`config.mk`:
```
export PLATFORM = sky130hd
export DESIGN_NAME = decode
export DESIGN_NICKNAME = d
export VERILOG_FILES = /design/src/rtl/decode.sv
export SDC_FILE = /design/constraint.sdc
export NUM_CORES = 1
export LEC_CHECK = 0
export ABC_AREA = 1
export CAP_MARGIN = 25
export CORE_MARGIN = 5
export CORE_UTILIZATION = 35
export DETAILED_ROUTE_END_ITERATION = 10
export GPL_ROUTABILITY_DRIVEN = 0
export PLACE_DENSITY = 0.53
export SLEW_MARGIN = 25
export SYNTH_ARGS = -nofsm -noshare
export SYNTH_HDL_FRONTEND = slang
export SYNTH_SLANG_ARGS = --single-unit
```
`constraint.sdc`:
```
create_clock -name clk -period 13.21 [get_ports clk]
set_input_delay 3.963 -clock clk [delete_from_list [all_inputs] [get_ports clk]]
set_output_delay 3.963 -clock clk [all_outputs]
set_load 0.02 [all_outputs]
```
`src/rtl/decode.sv`:
```
// Tachyon decode stage: a 2-entry queue absorbs the fetch stream (fetch cannot stall),
// and each RV32I instruction is decoded into class/registers/immediate in the output register.
module decode #(
    parameter int ADDR_WIDTH = 32
) (
    input  logic                  clk,
    input  logic                  rst,
    input  logic                  backend_redirect_valid,
    input  logic                  stage_in_insn_valid,
    input  logic [ADDR_WIDTH-3:0] stage_in_insn_addr,
    input  logic [31:0]           stage_in_insn,
    output logic                  stage_out_valid,
    input  logic                  stage_out_ready,
    output logic [ADDR_WIDTH-3:0] stage_out_addr,
    output logic [31:0]           stage_out_insn,
    output logic [3:0]            stage_out_class,
    output logic [4:0]            stage_out_rd,
    output logic [4:0]            stage_out_rs1,
    output logic [4:0]            stage_out_rs2,
    output logic [2:0]            stage_out_funct3,
    output logic                  stage_out_alt,
    output logic [31:0]           stage_out_imm,
    output logic                  overflow_err
);
    localparam int AW = ADDR_WIDTH - 2;

    typedef enum logic [3:0] {
        CLS_LUI     = 4'd0,
        CLS_AUIPC   = 4'd1,
        CLS_JAL     = 4'd2,
        CLS_JALR    = 4'd3,
        CLS_BRANCH  = 4'd4,
        CLS_LOAD    = 4'd5,
        CLS_STORE   = 4'd6,
        CLS_OPIMM   = 4'd7,
        CLS_OP      = 4'd8,
        CLS_FENCE   = 4'd9,
        CLS_SYSTEM  = 4'd10,
        CLS_ILLEGAL = 4'd15
    } insn_class_t;

    // Queue storage
    logic [AW-1:0] q_addr_reg [2];
    logic [31:0]   q_insn_reg [2];
    logic          q_rd_ptr_reg;
    logic          q_wr_ptr_reg;
    logic [1:0]    q_cnt_reg;

    // Output register
    logic          out_valid_reg;
    logic [AW-1:0] out_addr_reg;
    logic [31:0]   out_insn_reg;
    logic [3:0]    out_class_reg;
    logic [4:0]    out_rd_reg;
    logic [4:0]    out_rs1_reg;
    logic [4:0]    out_rs2_reg;
    logic [2:0]    out_funct3_reg;
    logic          out_alt_reg;
    logic [31:0]   out_imm_reg;
    logic          overflow_reg;

    logic          q_empty, q_full, fire, or_load, q_pop, bypass, push_req, q_push, overflow_set;
    logic          src_valid;
    logic [AW-1:0] src_addr;
    logic [31:0]   src_insn;

    assign q_empty  = (q_cnt_reg == 2'd0);
    assign q_full   = (q_cnt_reg == 2'd2);
    assign fire     = out_valid_reg & stage_out_ready;
    assign or_load  = ~out_valid_reg | fire;
    assign q_pop    = or_load & ~q_empty;
    // Bypass only when the queue is empty, so ordering is never violated.
    assign bypass   = or_load & q_empty & stage_in_insn_valid;
    assign push_req = stage_in_insn_valid & ~bypass;
    assign q_push   = push_req & (~q_full | q_pop) & ~backend_redirect_valid;
    assign overflow_set = push_req & q_full & ~q_pop & ~backend_redirect_valid;

    assign src_valid = ~q_empty | stage_in_insn_valid;
    assign src_addr  = q_empty ? stage_in_insn_addr : q_addr_reg[q_rd_ptr_reg];
    assign src_insn  = q_empty ? stage_in_insn      : q_insn_reg[q_rd_ptr_reg];

    // Decode of the OR load source
    logic [6:0]  opc;
    logic [2:0]  f3;
    logic [6:0]  f7;
    logic        opimm_ok, op_ok;
    logic [31:0] imm_i, imm_s, imm_b, imm_u, imm_j;
    insn_class_t dec_class;
    logic [4:0]  dec_rd, dec_rs1, dec_rs2;
    logic        dec_alt;
    logic [31:0] dec_imm;

    assign opc   = src_insn[6:0];
    assign f3    = src_insn[14:12];
    assign f7    = src_insn[31:25];
    assign imm_i = {{20{src_insn[31]}}, src_insn[31:20]};
    assign imm_s = {{20{src_insn[31]}}, src_insn[31:25], src_insn[11:7]};
    assign imm_b = {{19{src_insn[31]}}, src_insn[31], src_insn[7], src_insn[30:25], src_insn[11:8], 1'b0};
    assign imm_u = {src_insn[31:12], 12'h000};
    assign imm_j = {{11{src_insn[31]}}, src_insn[31], src_insn[19:12], src_insn[20], src_insn[30:21], 1'b0};
    assign opimm_ok = (f3 == 3'd1) ? (f7 == 7'h00) :
                      (f3 == 3'd5) ? (f7 == 7'h00 || f7 == 7'h20) : 1'b1;
    assign op_ok    = (f7 == 7'h00) || (f7 == 7'h20 && (f3 == 3'd0 || f3 == 3'd5));

    always_comb begin
        dec_class = CLS_ILLEGAL;
        dec_rd    = '0;
        dec_rs1   = '0;
        dec_rs2   = '0;
        dec_alt   = 1'b0;
        dec_imm   = '0;
        if (opc[1:0] == 2'b11) begin
            unique case (opc[6:2])
                5'b01101: begin dec_class = CLS_LUI;   dec_rd = src_insn[11:7]; dec_imm = imm_u; end
                5'b00101: begin dec_class = CLS_AUIPC; dec_rd = src_insn[11:7]; dec_imm = imm_u; end
                5'b11011: begin dec_class = CLS_JAL;   dec_rd = src_insn[11:7]; dec_imm = imm_j; end
                5'b11001: if (f3 == 3'd0) begin
                    dec_class = CLS_JALR; dec_rd = src_insn[11:7]; dec_rs1 = src_insn[19:15]; dec_imm = imm_i;
                end
                5'b11000: if (f3 != 3'd2 && f3 != 3'd3) begin
                    dec_class = CLS_BRANCH; dec_rs1 = src_insn[19:15]; dec_rs2 = src_insn[24:20]; dec_imm = imm_b;
                end
                5'b00000: if (f3 != 3'd3 && f3 != 3'd6 && f3 != 3'd7) begin
                    dec_class = CLS_LOAD; dec_rd = src_insn[11:7]; dec_rs1 = src_insn[19:15]; dec_imm = imm_i;
                end
                5'b01000: if (f3 <= 3'd2) begin
                    dec_class = CLS_STORE; dec_rs1 = src_insn[19:15]; dec_rs2 = src_insn[24:20]; dec_imm = imm_s;
                end
                5'b00100: if (opimm_ok) begin
                    dec_class = CLS_OPIMM; dec_rd = src_insn[11:7]; dec_rs1 = src_insn[19:15]; dec_imm = imm_i;
                    dec_alt   = (f3 == 3'd5) & src_insn[30];
                end
                5'b01100: if (op_ok) begin
                    dec_class = CLS_OP; dec_rd = src_insn[11:7]; dec_rs1 = src_insn[19:15]; dec_rs2 = src_insn[24:20];
                    dec_alt   = src_insn[30];
                end
                5'b00011: begin dec_class = CLS_FENCE;  dec_rd = src_insn[11:7]; dec_rs1 = src_insn[19:15]; dec_imm = imm_i; end
                5'b11100: begin dec_class = CLS_SYSTEM; dec_rd = src_insn[11:7]; dec_rs1 = src_insn[19:15]; dec_imm = imm_i; end
                default: ;
            endcase
        end
    end

    always_ff @(posedge clk or posedge rst) begin
        if (rst) begin
            q_addr_reg[0] <= '0;
            q_addr_reg[1] <= '0;
            q_insn_reg[0] <= '0;
            q_insn_reg[1] <= '0;
            q_rd_ptr_reg  <= 1'b0;
            q_wr_ptr_reg  <= 1'b0;
            q_cnt_reg     <= 2'd0;
            overflow_reg  <= 1'b0;
        end else if (backend_redirect_valid) begin
            q_rd_ptr_reg <= 1'b0;
            q_wr_ptr_reg <= 1'b0;
            q_cnt_reg    <= 2'd0;
        end else begin
            if (q_push) begin
                q_addr_reg[q_wr_ptr_reg] <= stage_in_insn_addr;
                q_insn_reg[q_wr_ptr_reg] <= stage_in_insn;
                q_wr_ptr_reg             <= ~q_wr_ptr_reg;
            end
            if (q_pop) q_rd_ptr_reg <= ~q_rd_ptr_reg;
            if (q_push && !q_pop)      q_cnt_reg <= q_cnt_reg + 2'd1;
            else if (!q_push && q_pop) q_cnt_reg <= q_cnt_reg - 2'd1;
            if (overflow_set) overflow_reg <= 1'b1;
        end
    end

    always_ff @(posedge clk or posedge rst) begin
        if (rst) begin
            out_valid_reg  <= 1'b0;
            out_addr_reg   <= '0;
            out_insn_reg   <= '0;
            out_class_reg  <= '0;
            out_rd_reg     <= '0;
            out_rs1_reg    <= '0;
            out_rs2_reg    <= '0;
            out_funct3_reg <= '0;
            out_alt_reg    <= 1'b0;
            out_imm_reg    <= '0;
        end else if (backend_redirect_valid) begin
            out_valid_reg <= 1'b0;
        end else if (or_load) begin
            out_valid_reg <= src_valid;
            if (src_valid) begin
                out_addr_reg   <= src_addr;
                out_insn_reg   <= src_insn;
                out_class_reg  <= dec_class;
                out_rd_reg     <= dec_rd;
                out_rs1_reg    <= dec_rs1;
                out_rs2_reg    <= dec_rs2;
                out_funct3_reg <= f3;
                out_alt_reg    <= dec_alt;
                out_imm_reg    <= dec_imm;
            end
        end
    end

    assign stage_out_valid  = out_valid_reg;
    assign stage_out_addr   = out_addr_reg;
    assign stage_out_insn   = out_insn_reg;
    assign stage_out_class  = out_class_reg;
    assign stage_out_rd     = out_rd_reg;
    assign stage_out_rs1    = out_rs1_reg;
    assign stage_out_rs2    = out_rs2_reg;
    assign stage_out_funct3 = out_funct3_reg;
    assign stage_out_alt    = out_alt_reg;
    assign stage_out_imm    = out_imm_reg;
    assign overflow_err     = overflow_reg;
endmodule

```
==> flow_summary.yaml, run 1 <==
die:
  die_w_um: 192
  coreArea_um2: 32700
  die_h_um: 192
  start_util_pct: 35.6
  die_area_um2: 37000
  rows: 66
  io_pins: 186
drt:
  wl_per_cell_um: 15.9
  wl_um: 33800
  drt_pass1_iterations: 6
  vias_per_cell: 4.78
  vias: 10200
  drc: 0
  antenna_left: 0
  drtIter0Drc: 862
finish:
  mostFrequentLayoutCells: "nand2_1 (533), dfrtp_1 (243), o21ai_0 (207)"
  final_cell_count_no_fill: 2122
  areaGrowthSynthToFinish_pct: 26.4
  largest_reg_flops: 64
  design_area_um2: 14700
  layout_commonest_cell: "nand2_1"
  fill_cells: 3329
  seq_area_um2: 6110
  num_antenna_cells: 0
  nets: 1725
  multi_input_area_um2: 4720
  drive_above_1_share_pct: 6.37
synthesis:
  synth.distinct_cells: 31
  synth_top_area_share_pct: 52.4
  synthCells: 1513
  synth_area_um2: 11600
  ys.warnings.count: 0
  syn_avg_cell_area_um2: 7.70
  yosysTopAreaCell: "dfrtp_1"
  seq_area_frac_synth_pct: 52.4
  synthTopCellsByArea: "dfrtp_1 (52%), nand2_1 (17%), o21ai_0 (8.9%)"
  synth_fp_nets: 1580
  ys_ff_latch: 244
setup_path:
  r2r_cells: 14
  critPathLaunchType: "input port"
  path_cells: "clkdlybuf4s50_1 -> nor2_1 -> inv_1 -> nand2_4 -> buf_4 -> buf_4 -> o21ai_0"
  cp_max_fo: 74
  crit_slowest_cell: "buf_4"
  reg2reg_from: "q_rd_ptr_reg$_DFFE_PP0P_"
  path_common_cell: "buf_4"
  cpPeakStageDelay_ps: 650
  crit_type: "input port to register"
  arrival_ps: 6730
  crit_path_start: "stage_out_ready"
  end_kind: "register"
  worstPathRequired_ps: 13600
hold_path:
  hp-start: "stage_out_imm[1]$_DFFE_PP0P_"
  min_path_cells: 2
  hold_class: "register to register"
run:
  max_cap_violations: 0
clocking:
  clk_pin_slew_worst_paths_ps: 60
  cts_max_level: 1
  clock_latency_ps: 550
  cts_root_buf: "clkbuf_16"
  cts_resized: 0
  post_cts_buffers: 0
  cts_tree: "done"
  clkSinkCount: 244
  cts_made_buffers: 29
  cts.path.max_buffers: 3
  hold_buffers: 0
power:
  cellLeakagePower_nw: 7.18
  p_total_mw: 3.39
  vdd_drop_max_mv: 0.115
  internal-power_mw: 2.05
  p_per_area_nw_per_um2: 230
  power_switching_mw: 1.34
  pwr-share-comb_pct: 39.8
  switching_share_pct: 39.6
  pwr-share-seq_pct: 36.4
  power_frac_clock_pct: 23.8
placed_design:
  hpwl_um: 22600
  dpl.cell_count: 2069
  place_area_um2: 13800
  numPortBuffers: 185
sta:
  tightest_slew_ps: 867
  clock_skew_ps: 12.6
  rsz0062_at_grt: "no"
  finalSetupTns_ps: 0
  slew_viol_final: 0
  finalHoldViolations: 0
  fin_crit_ps: 6340
  clock.fmax_mhz: 158
  relSlewSlack_pct: 42.2
  finalSetupViolCount: 0
  period_share_pct: 48.0
global_route:
  grt_pass1_wl_um: 54500
  gr-total-overflow: 0
  grt_max_degree: 119
  grt_pass1_vias: 9878
  antenna_found_initial: 6
  grtUsageTotal_pct: 18.2
run_status:
  status: "finished clean"
-- synth_stat cells, drive strengths merged --
cell      n
o211ai    3
nor3      3
a21oi    28
o21bai    1
or2       3
nand2   547
nand3    88
inv     111
o21ai   246
buf      46
dfrtp   244
nand4     9
a31oi     2
nor2    144
o22ai     1
clkbuf   37
-- per-layer routing --
layer  GRT usage, %  share of wire (%)  wire length, µm
met3           3.49                5.9             2000
met5              0               0.23               78
met4           4.74                2.8              956
met1           26.2                 47            16100
met2           28.4                 44            14800
-- through the flow --
stage	setup WS (ps)	hold WS, ps	utilization [%]
2_1_floorplan	2550	445	-
3_3_place_gp	6350	464	42.1
3_5_place_dp	6280	467	42.1
4_1_cts	6850	483	45.0
5_1_grt	6570	494	45.0
6_report	6870	478	45.0
-- worst max-delay path, delay by kind of cell --
family          cells  cell delay, ps
compound gates      1             210
buf+inv             4            1770
simple gates        2             740
-- logic make-up after synthesis --
family          share of synthesized area (%)
buf+inv                                  7.22
flops                                    52.4
simple gates                             27.9
compound gates                           12.5
-- path summary, 6_finish.rpt --
kind	end	slack [ps]
max reg2reg	stage_out_imm[8]$_DFFE_PP0P_	9670
max	stage_out_insn[16]$_DFFE_PP0P_	6870
min reg2reg	stage_out_imm[1]$_DFFE_PP0P_	480
max in group asynchronous	q_rd_ptr_reg$_DFFE_PP0P_	7760
min	stage_out_imm[1]$_DFFE_PP0P_	480
min in group asynchronous	stage_out_insn[2]$_DFFE_PP0P_	3950
-- power groups by stage --
stage	logic (mW)	clock network, mW	registers (mW)
after floorplan	0.746	0	1.34
after global placement	1.35	0	1.24
after detailed placement	1.36	0	1.24
after CTS	1.37	0.828	1.24
after global routing	1.52	0.857	1.27
final	1.35	0.806	1.23
-- cell type report --
type	instances	area share, %
Clock buffer	45	5.88
Tap cell	442	3.76
Multi-Input combinational cell	1075	32.1
Clock inverter	8	0.697
Inverter	111	2.90
Sequential cell	244	41.5
Timing Repair Buffer	197	13.2
No activity file was read; power rests on OpenSTA's default activity.
==> run 2: changes to the inputs <==
Settings changed: PLACE_DENSITY 0.53 to 0.55.
Clock period 13.21 ns to 5.6 ns, I/O delays scaled along.
==> flow_summary.yaml, run 2 (synthesis results as in run 1) <==
clocking:
  cts_max_level: 1
  cts_tree: "done"
  cts_resized: 0
  cts_made_buffers: 29
  clock_latency_ps: 540
  cts.path.max_buffers: 3
  post_cts_buffers: 0
  hold_buffers: 0
  cts_root_buf: "clkbuf_16"
  clkSinkCount: 244
  clk_pin_slew_worst_paths_ps: 60
setup_path:
  end_kind: "register"
  cpPeakStageDelay_ps: 620
  r2r_cells: 12
  arrival_ps: 4270
  path_cells: "clkdlybuf4s50_1 -> inv_1 -> o21ai_1 -> nand2_1 -> inv_2 -> nand2_1 -> nand2_1 -> nor2_2 -> a21oi_4 -> nand2_1 -> nand2_1"
  path_buf_inv: 3
  r2r_end: "stage_out_imm[12]$_DFFE_PP0P_"
  worstPathRequired_ps: 6070
  cp_max_fo: 32
  critPathLaunchType: "input port"
  crit_path_start: "stage_in_insn[2]"
  crit_type: "input port to register"
  crit_slowest_cell: "a21oi_4"
  reg2reg_from: "q_cnt_reg[0]$_DFFE_PP0P_"
  critical-path-top-delay-family: "simple AND/OR/NAND/NOR gates"
  r2r_slack_ps: 2140
  path_common_cell: "nand2_1"
global_route:
  antenna_found_initial: 5
  grt_max_degree: 170
  grtUsageTotal_pct: 18.2
  grt_pass1_wl_um: 54500
  gr-total-overflow: 0
  grt_pass1_vias: 9977
finish:
  drive_above_1_share_pct: 6.60
  nets: 1726
  fill_cells: 3332
  final_cell_count_no_fill: 2125
  largest_reg_flops: 64
  mostFrequentLayoutCells: "nand2_1 (533), dfrtp_1 (243), o21ai_0 (207)"
  areaGrowthSynthToFinish_pct: 27.0
  multi_input_area_um2: 4720
  layout_commonest_cell: "nand2_1"
  seq_area_um2: 6110
hold_path:
  min_path_cells: 2
  hold_end: "stage_out_imm[3]$_DFFE_PP0P_"
  hold_class: "register to register"
  hp-start: "stage_out_imm[3]$_DFFE_PP0P_"
power:
  power_switching_mw: 3.17
  cellLeakagePower_nw: 7.21
  pwr-share-seq_pct: 36.2
  power_frac_clock_pct: 24.0
  pwr-share-comb_pct: 39.8
  switching_share_pct: 39.6
  vdd_drop_max_mv: 0.300
  p_per_area_nw_per_um2: 542
  internal-power_mw: 4.84
sta:
  setup_ws_ps: 1800
  fin_crit_ps: 3800
  finalSetupTns_ps: 0
  finalSetupViolCount: 0
  clock_skew_ps: 10.6
  relSlewSlack_pct: 37.7
  slew_viol_final: 0
  clock.fmax_mhz: 263
  rsz0062_at_grt: "no"
  finalHoldViolations: 0
  period_share_pct: 67.9
  tightest_slew_ps: 924
drt:
  vias: 10200
  antenna_left: 0
  wl_per_cell_um: 15.9
  drtIter0Drc: 840
  drt_pass1_iterations: 5
  drc: 0
  vias_per_cell: 4.82
  wl_um: 33800
die:
  die_area_um2: 37000
  coreArea_um2: 32700
  start_util_pct: 35.6
  die_w_um: 192
  die_h_um: 192
  io_pins: 186
  rows: 66
placed_design:
  dpl.cell_count: 2068
  post-place-ws_ps: 997
  numPortBuffers: 185
  hpwl_um: 22600
run:
  max_cap_violations: 0
run_status:
  status: "finished clean"
run 2: worst max-delay path by stage:
stage,to,cells after the start
after global placement,q_addr_reg[57]$_DFFE_PP0P_,8
after detailed placement,q_addr_reg[57]$_DFFE_PP0P_,8
after floorplan,overflow_err$_DFFE_PP0P_,1
final,stage_out_imm[12]$_DFFE_PP0P_,11
after global routing,q_addr_reg[2]$_DFFE_PP0P_,8
after CTS,q_addr_reg[57]$_DFFE_PP0P_,8
run 2: power by group through the flow:
stage / Combinational [mW] / Sequential, mW / Clock [mW]
after floorplan: 1.76 / 3.16 / 0
after global placement: 3.18 / 2.91 / 0
after CTS: 3.23 / 2.90 / 1.97
final: 3.19 / 2.90 / 1.92
after detailed placement: 3.22 / 2.92 / 0
after global routing: 3.59 / 3.00 / 2.05
run 2: worst min-delay path, delay by kind of cell, from the launching register on:
family | cells | cell delay [ps]
and+or+nand+nor | 2 | 100
DFF | 1 | 340
run 2: final cells by class:
cell class                      count  share of cell area [%]
Tap cell                          442                    3.74
Timing Repair Buffer              198                    13.5
Antenna cell                        2                  0.0338
Clock inverter                     13                    1.03
Multi-Input combinational cell   1075                    31.9
Sequential cell                   244                    41.3
Clock buffer                       40                    5.59
Inverter                          111                    2.86
run 2: per-layer routing:
layer	up-vias	global-route usage, %	wire length [µm]
met5	-	0	47
met4	6	5.65	1000
met3	67	4.29	2430
met2	295	27.5	14500
met1	4770	25.9	15800
li1	5110	-	-
run 2: metrics by stage:
step	power (mW)	util, %	area (µm²)	hold slack (ps)
4_1_cts	8.10	45.1	14700	482
6_report	8.01	45.2	14800	476
2_1_floorplan	4.92	-	11700	445
3_3_place_gp	6.09	42.1	13800	460
5_1_grt	8.64	45.2	14800	501
3_5_place_dp	6.14	42.1	13800	465
